**src/rtl/hazard_control_unit_pkg.sv**
```systemverilog
`default_nettype none
// ============================================================================
//  Module      : hazard_control_unit_pkg
//  Description : Shared widths and counter-control types for the pipeline
//                hazard control block.
//  Revision    : 1.0  initial release
// ============================================================================
package hazard_control_unit_pkg;

    // Default widths of the ARM core datapath
    localparam int ADDRESS_LEN     = 32;
    localparam int REG_ADDRESS_LEN = 4;
    localparam int PERF_CNT_LEN    = 32;

    // Per-cycle action applied to a saturating performance counter
    typedef enum logic [1:0] {
        CNT_HOLD = 2'd0,
        CNT_INC  = 2'd1,
        CNT_CLR  = 2'd2
    } cnt_op_t;

    // Clear wins over increment; a saturated counter holds instead of wrapping
    function automatic cnt_op_t cnt_op(
        input logic clr,
        input logic event_hit,
        input logic saturated
    );
        cnt_op_t op;
        op = CNT_HOLD;
        if (clr) begin
            op = CNT_CLR;
        end else if (event_hit && !saturated) begin
            op = CNT_INC;
        end
        return op;
    endfunction

endpackage : hazard_control_unit_pkg
`default_nettype wire

```
**src/rtl/hazard_scoreboard.sv**
```systemverilog
`default_nettype none
// ============================================================================
//  Module      : hazard_scoreboard
//  Description : Two-slot (EX, MEM) scoreboard of in-flight register writes
//                with read-after-write comparison against the ID sources.
//  Revision    : 1.0  initial release
// ============================================================================
module hazard_scoreboard
    import hazard_control_unit_pkg::*;
#(
    parameter int REG_W = REG_ADDRESS_LEN
) (
    input  logic             clk,
    input  logic             rst,
    input  logic             issue,
    input  logic             id_valid,
    input  logic [REG_W-1:0] id_src1,
    input  logic [REG_W-1:0] id_src2,
    input  logic             id_two_src,
    input  logic [REG_W-1:0] id_dest,
    output logic             hazard
);

    logic             ex_valid_q,  ex_valid_d;
    logic [REG_W-1:0] ex_dest_q,   ex_dest_d;
    logic             mem_valid_q, mem_valid_d;
    logic [REG_W-1:0] mem_dest_q,  mem_dest_d;
    logic             ex_hit;
    logic             mem_hit;

    // A slot matches when it is live and its dest is one of the sources read
    function automatic logic slot_hit(
        input logic             valid,
        input logic [REG_W-1:0] dest,
        input logic [REG_W-1:0] src1,
        input logic [REG_W-1:0] src2,
        input logic             two_src
    );
        return valid && ((dest == src1) || (two_src && (dest == src2)));
    endfunction

    // Shift EX into MEM every cycle; only an issued writer enters EX
    always_comb begin
        ex_valid_d  = issue;
        ex_dest_d   = issue ? id_dest : '0;
        mem_valid_d = ex_valid_q;
        mem_dest_d  = ex_dest_q;
    end

    // Slot registers; reset empties the scoreboard
    always_ff @(posedge clk or negedge rst) begin
        if (!rst) begin
            ex_valid_q  <= 1'b0;
            ex_dest_q   <= '0;
            mem_valid_q <= 1'b0;
            mem_dest_q  <= '0;
        end else begin
            ex_valid_q  <= ex_valid_d;
            ex_dest_q   <= ex_dest_d;
            mem_valid_q <= mem_valid_d;
            mem_dest_q  <= mem_dest_d;
        end
    end

    // Hazard if a real ID instruction reads a register still being produced
    always_comb begin
        ex_hit  = slot_hit(ex_valid_q,  ex_dest_q,  id_src1, id_src2, id_two_src);
        mem_hit = slot_hit(mem_valid_q, mem_dest_q, id_src1, id_src2, id_two_src);
        hazard  = id_valid && (ex_hit || mem_hit);
    end

endmodule : hazard_scoreboard
`default_nettype wire

```
**src/rtl/hazard_control_unit.sv**
```systemverilog
`default_nettype none
// ============================================================================
//  Module      : hazard_control_unit
//  Description : Pipeline control for the ARM core: RAW freeze without
//                forwarding, one-cycle branch redirect/flush, and saturating
//                stall/flush performance counters.
//  Revision    : 1.0  initial release
// ============================================================================
module hazard_control_unit
    import hazard_control_unit_pkg::*;
#(
    parameter int ADDR_W = ADDRESS_LEN,
    parameter int REG_W  = REG_ADDRESS_LEN,
    parameter int CNT_W  = PERF_CNT_LEN
) (
    input  logic              clk,
    input  logic              rst,
    input  logic              id_valid,
    input  logic [REG_W-1:0]  id_src1,
    input  logic [REG_W-1:0]  id_src2,
    input  logic              id_two_src,
    input  logic              id_wb_enable,
    input  logic [REG_W-1:0]  id_dest,
    input  logic              ex_branch_req,
    input  logic [ADDR_W-1:0] ex_branch_target,
    input  logic              clr_counters,
    output logic              freeze,
    output logic              flush,
    output logic              bubble,
    output logic              branch_taken,
    output logic [ADDR_W-1:0] branch_addr,
    output logic [CNT_W-1:0]  stall_count,
    output logic [CNT_W-1:0]  flush_count
);

    logic             hazard;
    logic             br;
    logic             freeze_w;
    logic             flush_w;
    logic             issue;
    logic             flush_dly_q, flush_dly_d;
    logic [CNT_W-1:0] stall_count_q, stall_count_d;
    logic [CNT_W-1:0] flush_count_q, flush_count_d;

    hazard_scoreboard #(
        .REG_W (REG_W)
    ) u_scoreboard (
        .clk        (clk),
        .rst        (rst),
        .issue      (issue),
        .id_valid   (id_valid),
        .id_src1    (id_src1),
        .id_src2    (id_src2),
        .id_two_src (id_two_src),
        .id_dest    (id_dest),
        .hazard     (hazard)
    );

    // Branch redirect wins over freeze; the instruction behind a flush is a
    // bubble, so a request right after a flush is ignored. All gated by reset.
    always_comb begin
        br       = rst && ex_branch_req && !flush_dly_q;
        flush_w  = br;
        freeze_w = rst && hazard && !br;
        issue    = rst && id_valid && id_wb_enable && !freeze_w && !flush_w;
    end

    // Drive the pipeline control outputs
    always_comb begin
        freeze       = freeze_w;
        flush        = flush_w;
        bubble       = freeze_w || flush_w;
        branch_taken = br;
        branch_addr  = br ? ex_branch_target : '0;
        stall_count  = stall_count_q;
        flush_count  = flush_count_q;
    end

    // Next value of the flush history bit and both saturating counters
    always_comb begin
        flush_dly_d = flush_w;

        stall_count_d = stall_count_q;
        case (cnt_op(clr_counters, freeze_w, &stall_count_q))
            CNT_CLR:  stall_count_d = '0;
            CNT_INC:  stall_count_d = stall_count_q + 1'b1;
            default:  stall_count_d = stall_count_q;
        endcase

        flush_count_d = flush_count_q;
        case (cnt_op(clr_counters, flush_w, &flush_count_q))
            CNT_CLR:  flush_count_d = '0;
            CNT_INC:  flush_count_d = flush_count_q + 1'b1;
            default:  flush_count_d = flush_count_q;
        endcase
    end

    // State registers; reset discards flush history and zeroes the counters
    always_ff @(posedge clk or negedge rst) begin
        if (!rst) begin
            flush_dly_q   <= 1'b0;
            stall_count_q <= '0;
            flush_count_q <= '0;
        end else begin
            flush_dly_q   <= flush_dly_d;
            stall_count_q <= stall_count_d;
            flush_count_q <= flush_count_d;
        end
    end

endmodule : hazard_control_unit
`default_nettype wire
```
**config.mk**
```make
export PLATFORM = sky130hd
export DESIGN_NAME = hazard_control_unit
export DESIGN_NICKNAME = d
export VERILOG_FILES = /design/src/rtl/hazard_control_unit_pkg.sv /design/src/rtl/hazard_scoreboard.sv /design/src/rtl/hazard_control_unit.sv
export SDC_FILE = /design/constraint.sdc
export NUM_CORES = 1
export LEC_CHECK = 0
export CORE_ASPECT_RATIO = 1.1
export CORE_MARGIN = 2
export CORE_UTILIZATION = 47
export CTS_BUF_LIST = sky130_fd_sc_hd__clkbuf_8
export DETAILED_ROUTE_END_ITERATION = 12
export GPL_ROUTABILITY_DRIVEN = 0
export GPL_TIMING_DRIVEN = 0
export HOLD_SLACK_MARGIN = 0.1
export MAX_ROUTING_LAYER = met4
export PLACE_DENSITY = 0.83
export SYNTH_ARGS = -nofsm -noshare
export SYNTH_HDL_FRONTEND = slang
export SYNTH_SLANG_ARGS = --single-unit
```
**constraint.sdc**
```tcl
create_clock -name clk -period 2.6 [get_ports clk]
set_input_delay 0.26 -clock clk [delete_from_list [all_inputs] [get_ports clk]]
set_output_delay 0.26 -clock clk [all_outputs]
set_load 0.005 [all_outputs]
```
== Yosys cells after proc, flatten, opt, wreduce, memory -nomap -nowiden ==
Cells that the tools add are included.
Storage, ports and cells
  word-level logic and storage cells: 53
  output and inout bits: 100
  register bits after elaboration: 75
  input port bits: 51
Operators by class
  $add $sub $neg: 2
  reductions and logical operators: 28
  equality and inequality tests: 8
  multiplexer cells: 8
Operators with widths (number)
  one-hot mux 32 bit (2 select lines): 2
  adder 32 x 1 -> 32 bit (second input constant): 2
  AND reduction 32 bit: 2
  two-way mux 32 bit: 1
  equality test 4 bit: 4
  logical AND 1 bit: 15
  logical NOT 1 bit: 5
  equality test 2 x 1 -> 1 bit (second input constant): 2
  equality test 2 bit (second input constant): 2
  logical OR 1 bit: 4
  two-way mux 2 bit: 2
  two-way mux 4 bit: 1
  nonzero test 2 bit: 2
  two-way mux 1 bit: 2

== Longest topological paths before layout ==
Gate-level depths: netlist of run 1.
  depth after elaboration: 13
  depth in mapped cells: 9
  gate-level depth less buffers: 8

== By module ==
Synthesis of run 1 repeated with hierarchy kept, for this count alone.
Unflattened totals
  cells, all modules: 483
  area total of the unflattened synthesis: 4342.9 um2
Modules (own cells, without submodules)
  hazard_control_unit: times used 1, area an instance 3878.7 um2, cells each 444
  hazard_scoreboard: times used 1, area an instance 464.2 um2, cells each 39

== Least setup slack after synthesis of run 1 ==
OpenSTA, ideal clock, no wires.
  path type: register to register
  start: register stall_count_q[0], in the netlist stall_count[0]
  end: register stall_count_q[27], in the netlist stall_count[27]
  path slack: 429 ps
  setup time: 125 ps
  buffers on the path: 1
  cell stages (with the launch flop): 8
  clock period less this slack: 2171 ps
  arrival time: 2046 ps
  path through: dfrtp_1 ha_1 and2_1 clkbuf_1 and3_2 or4_1 nor2_1 mux2_2
Between the ends
  word-level cells in the longest chain between the ends: 7
  elaborated cells between the ends (all ways): 10
  classes of those cells: 1 x add/sub; 2 x eq/ne; 3 x mux; 4 x reduce/logical
RTL lines
  from (decl): line hazard_control_unit.sv:42  | logic [CNT_W-1:0] stall_count_q, stall_count_d;
  from (signal assigned): line hazard_control_unit.sv:106  | stall_count_q <= stall_count_d;
  branches (longest 7 deep; another with adder 32 x 1 -> 32 bit)
Parallel ways; which one is timed is not known.
A chain may end at the register's enable or synchronous reset.

== Worst setup path after layout of run 1 ==
  start: register stall_count_q[0], in the netlist stall_count[0]
  end: register stall_count_q[20], in the netlist stall_count[20]
The elaborated chain is that of the path after synthesis.

==> metrics.txt, run 1 <==
RSZ-0062 raised after global routing yes; Synth Net Count 532; worst hold path class flop to flop; register bit total from synthesis 75; vias in the first global route 4278; R2R cell count 7; worst-path cell chain ha_1 -> and2_1 -> clkbuf_1 -> and2_1 -> nand3_1 -> nor3b_1 -> mux2_2; hold path startpoint u_scoreboard.ex_valid_q; Pwr Density 372 mW/mm^2; fillcell total 702; CP bufs+invs 1; area leader, netlist dfrtp_1; Clock Skews 0.00772 ns; Reg2Reg Setup Slack 0.14 ns; hold slack roughly 0.44 ns; max_cap viols 0; achievable clock frequency slightly above 0.4 GHz; most common flop cell mapped by yosys dfrtp_1; Via density between 5 and 6; Initial Util 48.5%; area of the multi-input gates between 0.002 and 0.0025 sq mm; worst-path fanout max 8; Post-route DRC 0; initial antenna violation count 0; Routed wire per std cell 16.8 um; most common cell after layout, fill and taps aside clkdlybuf4s50_1; Cell Area, Synth 0.00432 sq mm; antenna cells 0; Die Span Y 105 um; reg2reg start stall_count[0]; Die ar. about 0.01 sq mm; clk sinks 75; dominant cells by area after synthesis dfrtp_1 (43%), and2_1 (6.1%), xor2_1 (6.1%); first-pass GRT wire length 20.6 mm; Crit-path slowest cell dfrtp_1; WL final 12.9 mm; fin. max-slew vios 0; root buf cell clkbuf_8; fraction of layout cells with a size suffix above 1 under 10%; most frequent cells in the layout clkdlybuf4s50_1 (146), dfrtp_1 (74), nor2_1 (53), and2_1 (42), nand2_1 (33); Worst Path Class, Setup flop to flop; Initial DRC Count 264; P_leak 2.62 nW; # IOs 151; CTS tree done; hold depth 0; Startpoint Class flop; relative slew slack 59.9%; Synth Area per Inst between 9 and 10 sq um; largest net degree at the start of global routing 39; HPWL after detailed placement a little over 9 mm; # setup viols final 0; insertion delay of the later-clocked pin in the worst-skew pair 0.36 ns; Layout area overhead 46.3%; CTS buffer count 9; Mapped Cells around 480; Detail Route Antenna Nets 0; # rows 36; register area 0.00188 sq mm; fin nets around 700; Max clock buf depth 2; Worst Setup End Kind flop; Hold EP u_scoreboard.mem_valid_q; grt total ovfl 0; Tightest Pin Transition 0.599 ns; Clock transition at path regs 0.08 ns; total number of vias about 4.3k; port bufs 150; peak per-stage delay on the critical path approximately 0.44 ns; min Tclk post-route 2.46 ns; Global Route Usage Sum 27.4%; Die W 95.5 um; maximum VDD drop just under 0.0002 V; status completed; Core Area approximately 0.0089 sq mm; TritonRoute pass-1 iters 5; Worst EP arrival 2.71 ns; register area share after synthesis 43.4%; Fin. Hold Viols 0; Synth top area share 43.4%; worst path required time 2.85 ns; Yosys warning total 0; FF-to-FF End stall_count[20]; most used cell, CP and2_1; Final period util a little over nine tenths; CP top delay family simple AND/OR/NAND/NOR gates; H-tree depth 3; total chip power roughly 0.0024 W; Yosys cell types slightly above 50; Post-synth ARST share 100%; Post-synth EDFFs 0
==> cell type report <==
class / count / area share [%]
Clock inverter: 4 / 0.672
Sequential cell: 75 / 29.7
Tap cell: 114 / 2.25
Buffer: 21 / 1.64
Clock buffer: 11 / 2.39
Multi-Input combinational cell: 373 / 37.3
Timing Repair Buffer: 158 / 25.6
Inverter: 8 / 0.475
==> through the flow <==
stage / utilization (%) / cells / setup WS (ns) / TNS [ns] / instance area (sq um)
global route: 70.9 / 764 / -0.0307 / -0.0669 / 6330
global placement: 66.9 / 743 / -2.91 / -355.70 / 5970
CTS: 70.7 / 765 / 0.0119 / 0 / 6310
floorplan: - / 479 / 0.429 / 0 / 4320
detailed placement: 67.1 / 744 / -0.561 / -8.50 / 5990
finish: 70.9 / 764 / 0.139 / 0 / 6330
==> registers in the layout, summed over array words and instances, names as in the netlist <==
name and count:
flush_count 32, stall_count 32, u_scoreboard.ex_dest_q 4, u_scoreboard.mem_dest_q 4, flush_dly_q 1, u_scoreboard.ex_valid_q 1
u_scoreboard.mem_valid_q 1
==> where the power goes <==
part / switching [W] / leakage, nW / internal (W)
clock: 0.000427 / 0.108 / 0.000482
sequential: 0.00000643 / 1.04 / 0.00117
combinational: 0.000116 / 1.47 / 0.000150
==> cells in the mapped netlist, types with 5 or more instances <==
cell type	number
a21oi_1	17
and2_1	42
and3_1	13
and4_1	5
clkbuf_1	20
dfrtp_1	75
inv_1	8
mux2_2	13
nand2_1	33
nand3_1	27
nand4_1	21
nor2_1	53
nor2b_1	21
nor3_1	10
nor4_1	5
o21ai_0	18
or3_1	14
or4_1	8
xnor2_1	7
xor2_1	30
==> routing by layer <==
metal / global-route usage, % / vias to the layer above / wire length, um
met3: 5.48 / 26 / 883
met1: 33.5 / 2060 / 5110
li1: - / 2005 / -
met2: 45.0 / 222 / 6590
met4: 9.59 / 0 / 276
met5: - / - / 0
==> worst max-delay path by stage <==
stage                                          from               to  slack [ns]  depth (start not counted)
after CTS                 u_scoreboard.ex_dest_q[0]           freeze        0.01                          8
after global placement                          rst  stall_count[27]       -2.91                          7
after global routing      u_scoreboard.ex_dest_q[3]  stall_count[17]       -0.03                          8
after detailed placement                 id_src1[1]           bubble       -0.56                          9
after floorplan                      stall_count[0]  stall_count[27]        0.43                          7
final                                stall_count[0]  stall_count[20]        0.14                          7
==> cell families (layout without fill, tap and decap cells) <==
kind of cell,Yosys count,in the layout,share of synthesized area [%]
DFF,75,75,43.4
adders and majority gates,2,2,0.579
and+or+nand+nor,267,267,34.2
AOI/OAI and AO/OA,50,50,6.94
xor gates and xnor gates,37,37,7.49
muxes,17,17,4.37
buffers and inverters,31,202,2.98
==> what timing repair did <==
action	4_1_cts	5_1_grt
pin swaps	2	2
setup buffers	2	0
resized for setup	13	8
hold endpoints to repair	37	0
hold buffers	5	0
endpoints found under the setup margin	33	24
Power figures use the tool's default switching activity.
==> inputs of run 2 (changes only) <==
- SLEW_MARGIN: not set -> 30
==> results of run 2 <==
The final DEF is identical to that of run 1; final timing and power are the same.
==> inputs of run 3 (changes only) <==
- TNS_END_PERCENT: not set -> 30
==> results of run 3 <==
The final DEF is identical to that of run 1; final timing and power are the same.
